<file path="src/rtl/rhd_pkg.sv">
// Shared opcodes, ROM map and command classification for the RHD2000 SPI responder.
package rhd_pkg;

    typedef enum logic [2:0] {
        CMD_CONVERT,
        CMD_CALIBRATE,
        CMD_CLEAR,
        CMD_WRITE,
        CMD_READ,
        CMD_OTHER
    } cmd_kind_t;

    localparam logic [1:0]  OP_CONVERT   = 2'b00;
    localparam logic [1:0]  OP_WRITE     = 2'b10;
    localparam logic [1:0]  OP_READ      = 2'b11;
    localparam logic [15:0] OP_CALIBRATE = 16'h5500;
    localparam logic [15:0] OP_CLEAR     = 16'h6A00;

    localparam int unsigned NUM_RW_REGS    = 40;
    localparam logic [5:0]  ROM_INTAN_BASE = 6'd40;
    localparam logic [5:0]  ROM_ZERO       = 6'd59;
    localparam logic [5:0]  ROM_DIE_REV    = 6'd60;
    localparam logic [5:0]  ROM_UNIPOLAR   = 6'd61;
    localparam logic [5:0]  ROM_NUM_AMPS   = 6'd62;
    localparam logic [5:0]  ROM_CHIP_ID    = 6'd63;

    function automatic logic [7:0] intan_byte(input logic [2:0] idx);
        logic [7:0] b;
        case (idx)
            3'd0:    b = 8'h49;
            3'd1:    b = 8'h4E;
            3'd2:    b = 8'h54;
            3'd3:    b = 8'h41;
            default: b = 8'h4E;
        endcase
        return b;
    endfunction

    function automatic cmd_kind_t classify(input logic [15:0] cmd);
        cmd_kind_t kind;
        case (cmd[15:14])
            OP_CONVERT: kind = CMD_CONVERT;
            OP_WRITE:   kind = CMD_WRITE;
            OP_READ:    kind = CMD_READ;
            default: begin
                if (cmd == OP_CALIBRATE)  kind = CMD_CALIBRATE;
                else if (cmd == OP_CLEAR) kind = CMD_CLEAR;
                else                      kind = CMD_OTHER;
            end
        endcase
        return kind;
    endfunction

endpackage

</file>
<file path="src/rtl/rhd_spi_shifter.sv">
// SPI slave front end: input synchronizers, edge detection, 16-bit shift in/out,
// and end-of-frame strobes.
module rhd_spi_shifter (
    input  logic        clk,
    input  logic        rstn,
    input  logic        sclk,
    input  logic        mosi,
    input  logic        cs,
    input  logic [15:0] tx_word,
    output logic        miso_raw,
    output logic        frame_end,
    output logic [15:0] rx_word,
    output logic        frame_error
);

    logic [1:0]  sclk_sync, mosi_sync, cs_sync;
    logic        sclk_q, cs_q, in_frame;
    logic        sclk_rise, sclk_fall, cs_rise, cs_fall;
    logic [4:0]  bit_cnt;
    logic [15:0] rx_shift, tx_shift;

    // CS sync resets low: a frame already running at reset release is never
    // joined, because in_frame only sets on an observed CS fall.
    always_ff @(posedge clk or negedge rstn) begin
        if (!rstn) begin
            sclk_sync <= '0;
            mosi_sync <= '0;
            cs_sync   <= '0;
            sclk_q    <= 1'b0;
            cs_q      <= 1'b0;
        end else begin
            sclk_sync <= {sclk_sync[0], sclk};
            mosi_sync <= {mosi_sync[0], mosi};
            cs_sync   <= {cs_sync[0], cs};
            sclk_q    <= sclk_sync[1];
            cs_q      <= cs_sync[1];
        end
    end

    assign sclk_rise = sclk_sync[1] & ~sclk_q;
    assign sclk_fall = ~sclk_sync[1] & sclk_q;
    assign cs_rise   = cs_sync[1] & ~cs_q;
    assign cs_fall   = ~cs_sync[1] & cs_q;
    assign frame_end = cs_rise & in_frame & (bit_cnt == 5'd16);

    always_ff @(posedge clk or negedge rstn) begin
        if (!rstn) begin
            in_frame    <= 1'b0;
            bit_cnt     <= '0;
            rx_shift    <= '0;
            tx_shift    <= '0;
            frame_error <= 1'b0;
        end else begin
            frame_error <= 1'b0;
            if (cs_fall) begin
                in_frame <= 1'b1;
                bit_cnt  <= '0;
                tx_shift <= tx_word;
            end else if (cs_rise) begin
                in_frame    <= 1'b0;
                frame_error <= in_frame & (bit_cnt != 5'd16);
            end else if (in_frame) begin
                if (sclk_rise && bit_cnt != 5'd16) begin
                    rx_shift <= {rx_shift[14:0], mosi_sync[1]};
                    bit_cnt  <= bit_cnt + 5'd1;
                end
                if (sclk_fall) begin
                    tx_shift <= {tx_shift[14:0], 1'b0};
                end
            end
        end
    end

    assign rx_word  = rx_shift;
    assign miso_raw = tx_shift[15];

endmodule

</file>
<file path="src/rtl/rhd_spi_responder.sv">
// RHD2000-style SPI responder: command decode, 64x8 register map, two-frame
// result pipeline and optional MISO delay line.
module rhd_spi_responder #(
    parameter logic [15:0] STARTING_SEED   = 16'd0,
    parameter int unsigned NUM_CHANNELS    = 64,
    parameter logic [7:0]  CHIP_ID         = 8'd4,
    parameter int unsigned MISO_DELAY_CLKS = 0
) (
    input  logic        clk,
    input  logic        rstn,
    input  logic        SCLK,
    input  logic        MOSI,
    input  logic        CS,
    output logic        MISO,
    output logic        frame_done,
    output logic [15:0] last_cmd,
    output logic        frame_error
);
    import rhd_pkg::*;

    logic        miso_raw, frame_end;
    logic [15:0] rx_word, res1, res2, result;
    logic [7:0]  regs [NUM_RW_REGS];
    logic [7:0]  rd_data;
    logic [5:0]  addr;
    cmd_kind_t   kind;
    // Only the low byte of the CONVERT counter is ever visible, so an 8-bit
    // counter wraps identically to the 16-bit one.
    logic [7:0]  conv_cnt, cnt_next;

    rhd_spi_shifter u_shifter (
        .clk         (clk),
        .rstn        (rstn),
        .sclk        (SCLK),
        .mosi        (MOSI),
        .cs          (CS),
        .tx_word     (res2),
        .miso_raw    (miso_raw),
        .frame_end   (frame_end),
        .rx_word     (rx_word),
        .frame_error (frame_error)
    );

    assign addr = rx_word[13:8];
    assign kind = classify(rx_word);

    always_comb begin
        rd_data = '0;
        if ({26'd0, addr} < NUM_RW_REGS) begin
            rd_data = regs[addr];
        end else if (addr <= ROM_INTAN_BASE + 6'd4) begin
            rd_data = intan_byte(3'(addr - ROM_INTAN_BASE));
        end else begin
            case (addr)
                ROM_ZERO:                  rd_data = 8'h00;
                ROM_DIE_REV, ROM_UNIPOLAR: rd_data = 8'h01;
                ROM_NUM_AMPS:              rd_data = 8'(NUM_CHANNELS);
                ROM_CHIP_ID:               rd_data = CHIP_ID;
                default:                   rd_data = 8'h00;
            endcase
        end
    end

    always_comb begin
        result   = '0;
        cnt_next = conv_cnt;
        case (kind)
            CMD_CONVERT: begin
                if ({26'd0, addr} < NUM_CHANNELS)
                    result = STARTING_SEED + {2'b00, addr, 8'h00} + {8'h00, conv_cnt};
                cnt_next = conv_cnt + 8'd1;
            end
            CMD_CLEAR: cnt_next = '0;
            CMD_WRITE: result = {8'hFF, rx_word[7:0]};
            CMD_READ:  result = {8'h00, rd_data};
            default:   result = '0;
        endcase
    end

    always_ff @(posedge clk or negedge rstn) begin
        if (!rstn) begin
            res1       <= '0;
            res2       <= '0;
            last_cmd   <= '0;
            frame_done <= 1'b0;
            conv_cnt   <= '0;
            regs       <= '{default: '0};
        end else begin
            frame_done <= frame_end;
            if (frame_end) begin
                res1     <= result;
                res2     <= res1;
                last_cmd <= rx_word;
                conv_cnt <= cnt_next;
                if (kind == CMD_WRITE && {26'd0, addr} < NUM_RW_REGS)
                    regs[addr] <= rx_word[7:0];
            end
        end
    end

    generate
        if (MISO_DELAY_CLKS == 0) begin : g_no_delay
            assign MISO = miso_raw;
        end else begin : g_delay
            logic [MISO_DELAY_CLKS-1:0] dly;
            always_ff @(posedge clk or negedge rstn) begin
                if (!rstn) begin
                    dly <= '0;
                end else begin
                    dly[0] <= miso_raw;
                    for (int unsigned i = 1; i < MISO_DELAY_CLKS; i++)
                        dly[i] <= dly[i-1];
                end
            end
            assign MISO = dly[MISO_DELAY_CLKS-1];
        end
    endgenerate

endmodule

</file>
<file path="config.mk">
export PLATFORM = sky130hd
export DESIGN_NAME = rhd_spi_responder
export DESIGN_NICKNAME = d
export VERILOG_FILES = /design/src/rtl/rhd_pkg.sv /design/src/rtl/rhd_spi_shifter.sv /design/src/rtl/rhd_spi_responder.sv
export SDC_FILE = /design/constraint.sdc
export NUM_CORES = 1
export LEC_CHECK = 0
export CORE_ASPECT_RATIO = 1.2
export CORE_MARGIN = 8
export CORE_UTILIZATION = 50
export CTS_CLUSTER_SIZE = 25
export DETAILED_ROUTE_END_ITERATION = 8
export PLACE_DENSITY = 0.66
export SETUP_SLACK_MARGIN = 0.15
export SYNTH_ARGS = -nofsm -noshare
export SYNTH_HDL_FRONTEND = slang
export SYNTH_SLANG_ARGS = --single-unit
export TNS_END_PERCENT = 1
</file>
<file path="constraint.sdc">
create_clock -name clk -period 3.25 [get_ports clk]
set_clock_uncertainty 0.2 [all_clocks]
set_input_delay 0.65 -clock clk [delete_from_list [all_inputs] [get_ports clk]]
set_output_delay 0.65 -clock clk [all_outputs]
set_load 0.01 [all_outputs]
</file>
==> results by stage, run 1 <==
Layout:
- The area growth from synthesis to layout is 12.5%.
- The library cell used most frequently in the layout, excluding fill and tap cells, is dfrtp_1.
- The sequential cell area is 10600 um^2.
- The net total in the final layout is 1424.
- The layout has 3068 filler cells.
- Leaving out fill and tap cells, the most frequent cells in the layout are dfrtp_1, mux2_2, nand2_1.
- The diode insertion count for antenna repair is 0.
- In the final layout, the multi-input gates occupy 8260 um^2.
- Of the cells placed in the final design, the portion with a size suffix greater than 1 is 39.7%.
- The cell area after layout is 21700 um^2.

Clock tree:
- The number of levels in the clock H-tree is 2.
- The clock net in this run drives a total of between 400 and 500 sinks.
- The clock root buffer master is clkbuf_16.
- TritonCTS built the clock tree.
- In this run the deepest clock path goes through 3 buffers.
- The clock network latency to the later pin of the worst-skew pair is between 500 and 600 ps.
- Gates resized during post-CTS repair numbered 0.
- The clock edge transition at the registers on the reported setup and hold paths is 60 ps.
- The post-CTS setup buffer count is 0.
- Counting the buffers created by CTS gives 42.

Timing:
- After routing, the total negative slack on setup checks comes to 0 ps.
- The smallest clock period supported by the final layout is computed as 2860 ps.
- The worst path uses approximately nine tenths of the clock period.
- The maximum achievable frequency is between 300 and 400 MHz.
- Setup repair after global routing left no endpoint under its margin.
- The final max-slew violation count is 0.
- The worst-case headroom to the max-slew limit is 47.0%.
- Setup violations remaining at the end of the flow were counted as 0.
- The pin slew with the least headroom to its limit is approximately 800 ps.
- The final number of hold-violating endpoints is 0.

Setup path:
- The longest individual stage delay on the worst path is 650 ps.
- The element type at the critical path start is a register.
- The worst setup path is captured at a register.
- The biggest fanout along the worst timing path is 20.
- The startpoint-to-endpoint class of the critical path is reg2reg.
- The most numerous cell type found on the critical path is mux4_2.
- Among all stages on the critical path, the largest delay is contributed by dfrtp_4.
- The required time of the critical path is between 3000 and 4000 ps.
- At the worst endpoint, the arrival time is just over 3000 ps.
- Traced cell by cell, the critical path runs through mux4_2 > mux4_2 > o311ai_0 > a21oi_1.

GRT:
- The via count of the first global-routing pass is approximately 12000.
- The initial antenna violation count is 0.
- The pin count of the biggest net entering global routing is between 70 and 80.
- The aggregate global routing overflow is 0.
- The first global-routing pass estimated approximately 73 mm of wire.
- The overall routing resource usage is roughly a fifth.

Floorplan:
- Once the floorplan was initialized, standard cells occupied 50.2% of the core.
- Measured along the x axis, the die boundary spans ~200 um.
- The height of the die is 231 um.
- 24 I/O pins were placed.
- The floorplan has 79 rows.
- The floorplan die area is 45100 um^2.
- The area inside the core boundary is about 38000 um^2.

Synthesis:
- The synthesized netlist contains just under 60 unique library cells.
- The sequential element share of the synthesized area is 54.8%.
- After synthesis the cells add up to 19300 um^2.
- Yosys mapped a number of flops with a built-in enable equal to 0.
- The async set-or-reset flop fraction in the synthesized netlist is 100%.
- Counting every net in the synthesized netlist gives 1411.
- The leading register cell type out of synthesis is dfrtp_1.
- After synthesis, the mean cell area works out to 13.8 um^2.
- Counting flops and latches in the post-synthesis netlist gives 422.
- Yosys printed 0 warnings.
- The number of instances in the synthesized netlist is 1400.

Power:
- Summed over all cells, the static leakage comes to 10.5 nW.
- IR analysis of the VDD net gives a maximum drop of between 0.0003 and 0.0004 V.
- Power spread over the standard cell area amounts to about 500 nW/um^2.

Detailed routing:
- The first routing iteration left 779 violations.
- The number of antenna-violating nets in the routed design is 0.
- The post-detailed-routing wire length is 44.8 mm.
- In the final routed layout, each cell accounts on average for around 23 um.
- The count of unresolved DRC violations after routing is 0.
- The first TritonRoute pass finished after 5 iterations.
- The detailed router placed 11500 vias in this run.
- Using the TritonRoute via totals, the vias-per-cell ratio works out to 5.93.

Place:
- Detailed placement ended at an HPWL of slightly below 30 mm.
- During placement, the flow inserted port buffers numbering 23.
- The congestion estimate from routability-driven global placement came to 0.845.
- The post-placement cell area is between 20000 and 25000 um^2.

Worst hold path:
- The worst hold path belongs to the class reg2reg.

Run status:
- The flow ran to the end, and the final reports show no timing, DRC or antenna violations.

Job:
- The tool flagged a number of max-cap violations equal to 0.
[path summary, 6_finish.rpt]
| check | from | endpoint | slack (ps) | depth (start not counted) |
|---|---|---|---|---|
| min in group asynchronous | rstn | u_shifter.sclk_sync[0] | 460 | 2 |
| min | u_shifter.mosi_sync[0] | u_shifter.mosi_sync[1] | 160 | 0 |
| min reg2reg | u_shifter.mosi_sync[0] | u_shifter.mosi_sync[1] | 160 | 0 |
| max in group asynchronous | rstn | regs[252] | 1450 | 3 |
| max | u_shifter.rx_word[9] | res1[2] | 390 | 4 |
| max reg2reg | u_shifter.rx_word[9] | res1[2] | 390 | 4 |
[Yosys cell counts, types with 15 or more instances]
cell type    n  share of area, %
clkbuf_1    69               1.3
o21ai_0     29              0.75
mux2i_1     37               1.9
mux2_1      23               1.3
nor2_1      46              0.90
dfrtp_1    422                55
buf_2       19              0.49
nand2_1    130               2.5
mux2_2     316                18
a21oi_1     41               1.1
mux4_2      80               9.3
nand2_2     40               1.3
buf_1       15              0.29
[state kept, by name (all words and copies together) (netlist names)]
signal                 flops
res2                      15
u_shifter.sclk_sync        2
u_shifter.bit_cnt          5
res1                      15
u_shifter.cs_q             1
u_shifter.tx_shift        16
conv_cnt                   8
last_cmd                  16
regs                     320
u_shifter.frame_error      1
u_shifter.mosi_sync        2
u_shifter.cs_sync          2
frame_done                 1
u_shifter.sclk_q           1
u_shifter.in_frame         1
u_shifter.rx_word         16
[report_power, final]
group	leakage, nW	internal [mW]	total (mW)	switching, mW
registers	5.82	5.34	5.43	0.0821
clock network	0.715	2.99	4.99	2.00
logic	3.97	0.149	0.558	0.408
total	10.5	8.48	11.0	2.50
[repair_timing]
item	CTS	global route
hold buffers	1	0
endpoints found under the setup margin	0	0
endpoints found under the hold margin	64	0
[stage by stage]
step	setup WS, ps	cells	total power [mW]	hold WS (ps)	utilization, %
after floorplan	743	1400	5.79	131	-
after detailed placement	409	1854	6.10	142	52.7
after global routing	255	1931	11.4	174	56.5
after global placement	405	1854	6.09	144	52.7
final	387	1931	11.0	156	56.5
after CTS	376	1931	11.1	161	56.5
[layer usage]
metal | global-route usage (%) | vias up | part of all wire, %
li1 | - | 5088 | -
met1 | 26.8 | 6062 | 42
met2 | 35.5 | 235 | 51
met3 | 2.96 | 67 | 4.3
met4 | 5.83 | 0 | 2.2
met5 | 0 | - | 0
[cells by family (layout without fill, tap and decap cells)]
kind of cell / Yosys count / after routing / share of synthesized area [%]
XOR/XNOR: 9 / 9 / 0.409
AND/OR/NAND/NOR: 270 / 270 / 7.09
adder cells (fa/ha/maj): 6 / 6 / 0.389
AO/OA/AOI/OAI: 121 / 121 / 3.89
buffers and inverters: 116 / 161 / 2.42
multiplexers: 456 / 456 / 31.1
flip-flops: 422 / 422 / 54.8
[worst max-delay path: cells and delay by family (launching register included)]
kind	cells	cell delay, ps
muxes	2	1060
AOI/OAI and AO/OA	2	780
DFF	1	650
[cell type report]
type	count	share of cell area [%]
Sequential cell	422	48.7
Multi-Input combinational cell	862	38.1
Clock buffer	64	5.98
Timing Repair Buffer	74	3.67
Tap cell	486	2.80
Clock inverter	12	0.623
Inverter	11	0.190
No activity file was read; power rests on OpenSTA's default activity.
==> inputs of run 2 (changes only) <==
SETUP_SLACK_MARGIN = unset   (was 0.15)
SKIP_LAST_GASP = 1   (was unset)
==> results of run 2 <==
Final layout, timing and power as in run 1 (identical DEF).
